### config.mk
export PLATFORM = sky130hd
export DESIGN_NAME = adjust_sequencer
export DESIGN_NICKNAME = d
export VERILOG_FILES = /design/src/rtl/adjust_pkg.sv /design/src/rtl/repeat_timer.sv /design/src/rtl/adjust_sequencer.sv
export SDC_FILE = /design/constraint.sdc
export NUM_CORES = 1
export LEC_CHECK = 0
export CORE_ASPECT_RATIO = 1.5
export CORE_MARGIN = 8
export CORE_UTILIZATION = 55
export CTS_BUF_LIST = sky130_fd_sc_hd__clkbuf_4 sky130_fd_sc_hd__clkbuf_8
export DETAILED_ROUTE_END_ITERATION = 16
export PLACE_DENSITY = 0.75
export SLEW_MARGIN = 10
export SYNTH_ARGS = -nofsm -noshare
export SYNTH_HDL_FRONTEND = slang
export SYNTH_SLANG_ARGS = --single-unit
### constraint.sdc
create_clock -name clk -period 2.9 [get_ports clk]
set_clock_uncertainty 0.05 [all_clocks]
set_input_delay 0.29 -clock clk [delete_from_list [all_inputs] [get_ports clk]]
set_output_delay 0.29 -clock clk [all_outputs]
set_load 0.01 [all_outputs]
### src/rtl/adjust_pkg.sv
// rtl/adjust_pkg.sv - shared types, constants and saturating step helper for adjust_sequencer
package adjust_pkg;

    // FSM states of the adjustment sequencer
    typedef enum logic [2:0] {
        IDLE     = 3'd0,
        STEP     = 3'd1,
        HOLD     = 3'd2,
        REPEAT   = 3'd3,
        WAIT_REL = 3'd4
    } state_t;

    localparam logic DIR_UP = 1'b1;
    localparam logic DIR_DN = 1'b0;

    // One +1/-1 step that holds the value when it would leave [min_v, max_v].
    // The caller detects saturation as "result equals input".
    function automatic int sat_step(input int value, input logic dir,
                                    input int min_v, input int max_v);
        int r;
        r = value;
        if (dir == DIR_UP) begin
            if (value < max_v) r = value + 1;
        end else begin
            if (value > min_v) r = value - 1;
        end
        return r;
    endfunction

    // Width needed to hold max(a,b)-1; never below one bit.
    function automatic int timer_width(input int a, input int b);
        int m;
        m = (a > b) ? a : b;
        return (m <= 2) ? 1 : $clog2(m);
    endfunction

endpackage

### src/rtl/repeat_timer.sv
// rtl/repeat_timer.sv - loadable down-counter with zero flag for button auto-repeat
//  clk, rst_n : clock, asynchronous active-low reset
//  load       : load strobe, takes priority over dec
//  load_val   : value loaded on load
//  dec        : decrement by one (stops at zero)
//  zero       : counter currently at zero
module repeat_timer #(
    parameter int W = 4
) (
    input  logic         clk,
    input  logic         rst_n,
    input  logic         load,
    input  logic [W-1:0] load_val,
    input  logic         dec,
    output logic         zero
);

    logic [W-1:0] count;

    always_ff @(posedge clk or negedge rst_n) begin
        if (!rst_n) begin
            count <= '0;
        end else if (load) begin
            count <= load_val;
        end else if (dec && (count != '0)) begin
            count <= count - 1'b1;
        end
    end

    assign zero = (count == '0);

endmodule

### src/rtl/adjust_sequencer.sv
// rtl/adjust_sequencer.sv - frequency/current setpoint adjustment with press, hold and auto-repeat
//  clk, rst_n : clock, asynchronous active-low reset
//  sel        : 1 = adjust frequency, 0 = adjust current
//  btn_up/dn  : debounced increment / decrement request levels
//  frec_en    : registered sel; cor_en : registered ~sel
//  frec_val   : frequency setpoint; cor_val : current setpoint
//  upd        : one-cycle pulse when a setpoint changed
//  sat        : one-cycle pulse when a step was blocked by a limit
module adjust_sequencer
    import adjust_pkg::*;
#(
    parameter int FW       = 4,
    parameter int CW       = 4,
    parameter int F_INIT   = 1,
    parameter int C_INIT   = 0,
    parameter int F_MIN    = 1,
    parameter int F_MAX    = 15,
    parameter int C_MIN    = 0,
    parameter int C_MAX    = 15,
    parameter int HOLD_CYC = 50_000_000,
    parameter int RPT_CYC  = 10_000_000
) (
    input  logic          clk,
    input  logic          rst_n,
    input  logic          sel,
    input  logic          btn_up,
    input  logic          btn_dn,
    output logic          frec_en,
    output logic          cor_en,
    output logic [FW-1:0] frec_val,
    output logic [CW-1:0] cor_val,
    output logic          upd,
    output logic          sat
);

    localparam int TW = timer_width(HOLD_CYC, RPT_CYC);
    localparam logic [TW-1:0] HOLD_LD = TW'(HOLD_CYC - 1);
    localparam logic [TW-1:0] RPT_LD  = TW'(RPT_CYC - 1);

    state_t        state;
    logic          dir;      // latched step direction
    logic          tgt;      // latched sel: 1 = frequency is the target
    logic          held;     // latched-direction button still pressed
    logic          abort;
    logic          fire;     // a step is attempted this cycle
    logic          tmr_load;
    logic          tmr_dec;
    logic [TW-1:0] tmr_val;
    logic          tmr_zero;
    logic [FW-1:0] f_next;
    logic [CW-1:0] c_next;
    logic          hit_lim;

    repeat_timer #(.W(TW)) u_timer (
        .clk      (clk),
        .rst_n    (rst_n),
        .load     (tmr_load),
        .load_val (tmr_val),
        .dec      (tmr_dec),
        .zero     (tmr_zero)
    );

    // The opposite button alone does not keep a hold alive; both buttons
    // together, or a change of target, abandon the hold without a step.
    always_comb begin
        held     = (dir == DIR_UP) ? btn_up : btn_dn;
        abort    = (sel != tgt) || (btn_up && btn_dn);
        fire     = 1'b0;
        tmr_load = 1'b0;
        tmr_dec  = 1'b0;
        tmr_val  = HOLD_LD;
        case (state)
            STEP: begin
                fire     = 1'b1;
                tmr_load = 1'b1;
                tmr_val  = HOLD_LD;
            end
            HOLD, REPEAT: begin
                if (!abort && held) begin
                    if (tmr_zero) begin
                        fire     = 1'b1;
                        tmr_load = 1'b1;
                        tmr_val  = RPT_LD;
                    end else begin
                        tmr_dec = 1'b1;
                    end
                end
            end
            default: ;
        endcase
    end

    always_comb begin
        f_next  = FW'(sat_step(int'(frec_val), dir, F_MIN, F_MAX));
        c_next  = CW'(sat_step(int'(cor_val), dir, C_MIN, C_MAX));
        // A legal step always changes the value, so "unchanged" means blocked.
        hit_lim = tgt ? (f_next == frec_val) : (c_next == cor_val);
    end

    always_ff @(posedge clk or negedge rst_n) begin
        if (!rst_n) begin
            state    <= IDLE;
            dir      <= DIR_UP;
            tgt      <= 1'b0;
            frec_en  <= 1'b0;
            cor_en   <= 1'b1;
            frec_val <= FW'(F_INIT);
            cor_val  <= CW'(C_INIT);
            upd      <= 1'b0;
            sat      <= 1'b0;
        end else begin
            frec_en <= sel;
            cor_en  <= ~sel;
            upd     <= 1'b0;
            sat     <= 1'b0;

            if (fire) begin
                if (hit_lim) begin
                    sat <= 1'b1;
                end else begin
                    upd <= 1'b1;
                    if (tgt) frec_val <= f_next;
                    else     cor_val  <= c_next;
                end
            end

            case (state)
                IDLE: begin
                    if (btn_up && btn_dn) begin
                        state <= WAIT_REL;
                    end else if (btn_up || btn_dn) begin
                        state <= STEP;
                        dir   <= btn_up ? DIR_UP : DIR_DN;
                        tgt   <= sel;
                    end
                end
                STEP: state <= HOLD;
                HOLD, REPEAT: begin
                    if (abort)         state <= WAIT_REL;
                    else if (!held)    state <= IDLE;
                    else if (tmr_zero) state <= REPEAT;
                end
                WAIT_REL: begin
                    if (!btn_up && !btn_dn) state <= IDLE;
                end
                default: state <= IDLE;
            endcase
        end
    end

endmodule
==> flow_summary.json <==
{
  "status": "finished, final reports clean",
  "worstPathArrival_ps": 2610,
  "ys.flop_type": "dfrtp_1",
  "synth_nets": 287,
  "synth_top_family_by_area": "simple AND/OR/NAND/NOR gates",
  "drive_gt1_share_pct": 11.6,
  "drc": 0,
  "via_per_inst": 6.13,
  "hold_viol": 0,
  "grt.overflow.total": 0,
  "cp.depth": 8,
  "cpPeakStageDelay_ps": 460,
  "p_leak_nw": 1.11,
  "slew_violations": 0,
  "cp_num_buf_inv": 1,
  "yosys.area_share.simple_pct": 26.8,
  "clk_path_buf_depth": 2,
  "root_buffer": "clkbuf_8",
  "grt_start_max_net_pins": 44,
  "drt_first_pass_iters": 5,
  "rsz0062_at_grt": "no",
  "design_area_sq_um": 2890,
  "path_delay_family": "simple AND/OR/NAND/NOR gates",
  "synth_top_area_share_pct": 39.0,
  "ff2ff_path_depth": 6,
  "clkLatencyLatePin_ps": 300,
  "finalSetupTns_ps": 0,
  "worstSetupPathType": "input pin to register",
  "cts_max_level": 2,
  "total_power_w": 0.00220,
  "synth_area_leader_cell": "dfrtp_1",
  "io_buffers": 16,
  "pin_count": 17,
  "setup_viol": 0,
  "hold_class": "input pin to asynchronous set/reset pin",
  "grt_pass1_wl_um": 10000,
  "cts.sinks": 43,
  "yosys_warnings": 0,
  "synth_cell_types": 56,
  "synthArstFlopShare_pct": 100,
  "final_cell_mix": "dfrtp_1 (40), nand2_1 (26), nor2_1 (22)",
  "rows": 30,
  "antenna_found_initial": 0,
  "placed_area_sq_um": 2790,
  "num_vias": 2092,
  "synth_area_leaders": "dfrtp_1 (39%), ha_1 (4.9%), nand2_1 (3.8%)",
  "core_area_sq_um": 4500,
  "synth-compound-area-share_pct": 14.1,
  "holdBufCountCts": 0,
  "ant_nets": 0,
  "power_density_nw_per_um2": 760,
  "cp-start-kind": "input pin",
  "post-cts-setup-buffers": 0,
  "cp_cell_sequence": "clkdlybuf4s50_1 > ha_1 > nor3b_1 > and3_1 > nand3_2 > a21o_1 > nor4b_1 > a211o_1",
  "setup_ws_ps": 485,
  "dp.cells": 333,
  "post_cts_resize_count": 0,
  "post_drt_wl_per_cell_um": 16.8,
  "synth_mux_area_share_pct": 1.71,
  "max_slew_margin_pct": 38.2,
  "design.die.area_sq_um": 7150,
  "yosysSeqAreaShare_pct": 42.1,
  "finalWeightedCongestion": 0.943,
  "cts_tree": "done",
  "nFillCells": 391,
  "crit_path_end_kind": "register",
  "r2r_end": "cor_val[2]",
  "ir_drop_mv": 0.512,
  "r2r_slack_ps": 500,
  "antenna_cells": 0,
  "avgSynthCellArea_sq_um": 9.43,
  "grt_pass1_vias": 2152,
  "cp_max_fo": 11,
  "synth-xor-area-share_pct": 6.83,
  "ys_ff_latch": 43,
  "nets": 307,
  "syn-instance-count": 272,
  "maxCapViolCount": 0,
  "syn_area_sq_um": 2560,
  "worst_pin_slew_ps": 927,
  "synth_edf_count": 0,
  "die_x_um": 71.7,
  "clk_pin_slew_ps": 80,
  "cts_inserted_buffers": 5,
  "crit_slowest_cell": "clkdlybuf4s50_1",
  "worstPathRequired_ps": 3090,
  "syn_to_final_growth_pct": 12.8,
  "fin_cells": 341,
  "period_minus_slack_ps": 2410,
  "fmax_mhz": 414,
  "dp_hpwl_um": 4170,
  "die_y_um": 99.6,
  "drt-initial-drc-count": 76,
  "grt.total_usage_pct": 17.3,
  "yosys.area_share.adder_pct": 4.88,
  "min_period_over_period_pct": 83.3,
  "dp_worst_setup_slack_ps": 201,
  "drt_wl_total_um": 5730,
  "r2r-start": "u_timer.count[4]",
  "final_common_cell": "dfrtp_1",
  "start_util_pct": 56.9
}
-- flip-flops by register name, indices dropped and copies added (netlist names) --
register,count
cor_en,1
cor_val,4
dir,1
frec_en,1
frec_val,4
sat,1
state,3
tgt,1
u_timer.count,26
upd,1
-- report_power, final --
part | switching, W | internal (W)
sequential | 0.000164 | 0.000712
clock | 0.000207 | 0.000217
combinational | 0.000482 | 0.000418
total | 0.000853 | 0.00135
-- synth_stat cells, types with 4 or more instances --
master / n
clkbuf_1: 9
nand2_1: 26
o21ai_0: 14
ha_1: 10
nand3_1: 13
nor4_1: 10
and3_1: 5
xnor2_1: 10
nand3b_1: 6
xor2_1: 10
inv_1: 11
a21oi_1: 8
nor2b_1: 6
nor3_1: 12
nand4_1: 4
nor2_1: 22
dfrtp_1: 40
-- final cells by class --
class	instances	area (sq um)	share of cell area, %
clock buffer	7	96.3	3.33
clock inverter	1	7.51	0.260
multi-input combinational	207	1390	48.1
tap	48	60.1	2.08
inverter	11	41.3	1.43
timing repair buffer	24	215	7.44
sequential	43	1080	37.3
-- cells by family (layout without fill, tap and decap cells) --
group	count (synthesis)	in the layout
fa+ha+maj	10	10
simple gates	124	124
mux	4	4
compound gates	49	49
buf+inv	22	43
xor+xnor	20	20
flops	43	43
-- how the worst max path moves through the flow --
stage | startpoint | end | slack [ps]
global placement | btn_up | cor_val[2] | 280
finish | btn_up | cor_val[2] | 490
detailed placement | btn_up | cor_val[2] | 200
global route | u_timer.count[0] | u_timer.count[13] | 290
CTS | u_timer.count[4] | cor_val[2] | 500
floorplan | u_timer.count[4] | cor_val[2] | 730
-- layer usage --
layer / track usage [%] / up-vias / part of all wire, %
met5: 0 / - / 0
met1: 18.7 / 1003 / 40
met2: 30.6 / 47 / 53
met4: 9.32 / 0 / 3.1
li1: - / 1027 / -
met3: 3.22 / 15 / 3.1
-- per-stage QoR --
stage	util, %	hold WS, ps
floorplan	-	-55.6
global placement	61.9	436
detailed placement	61.9	446
CTS	64.2	120
global route	64.2	168
finish	64.2	68.6
-- worst register-to-register path: stages (launching register included) --
cell and delay, ps:
dfrtp_1 430, or4_4 580, nor4b_4 300, nand3_2 150, a21o_1 350, nor4b_1 340, a211o_1 140
Note: power is estimated with default switching activity, not from simulation.
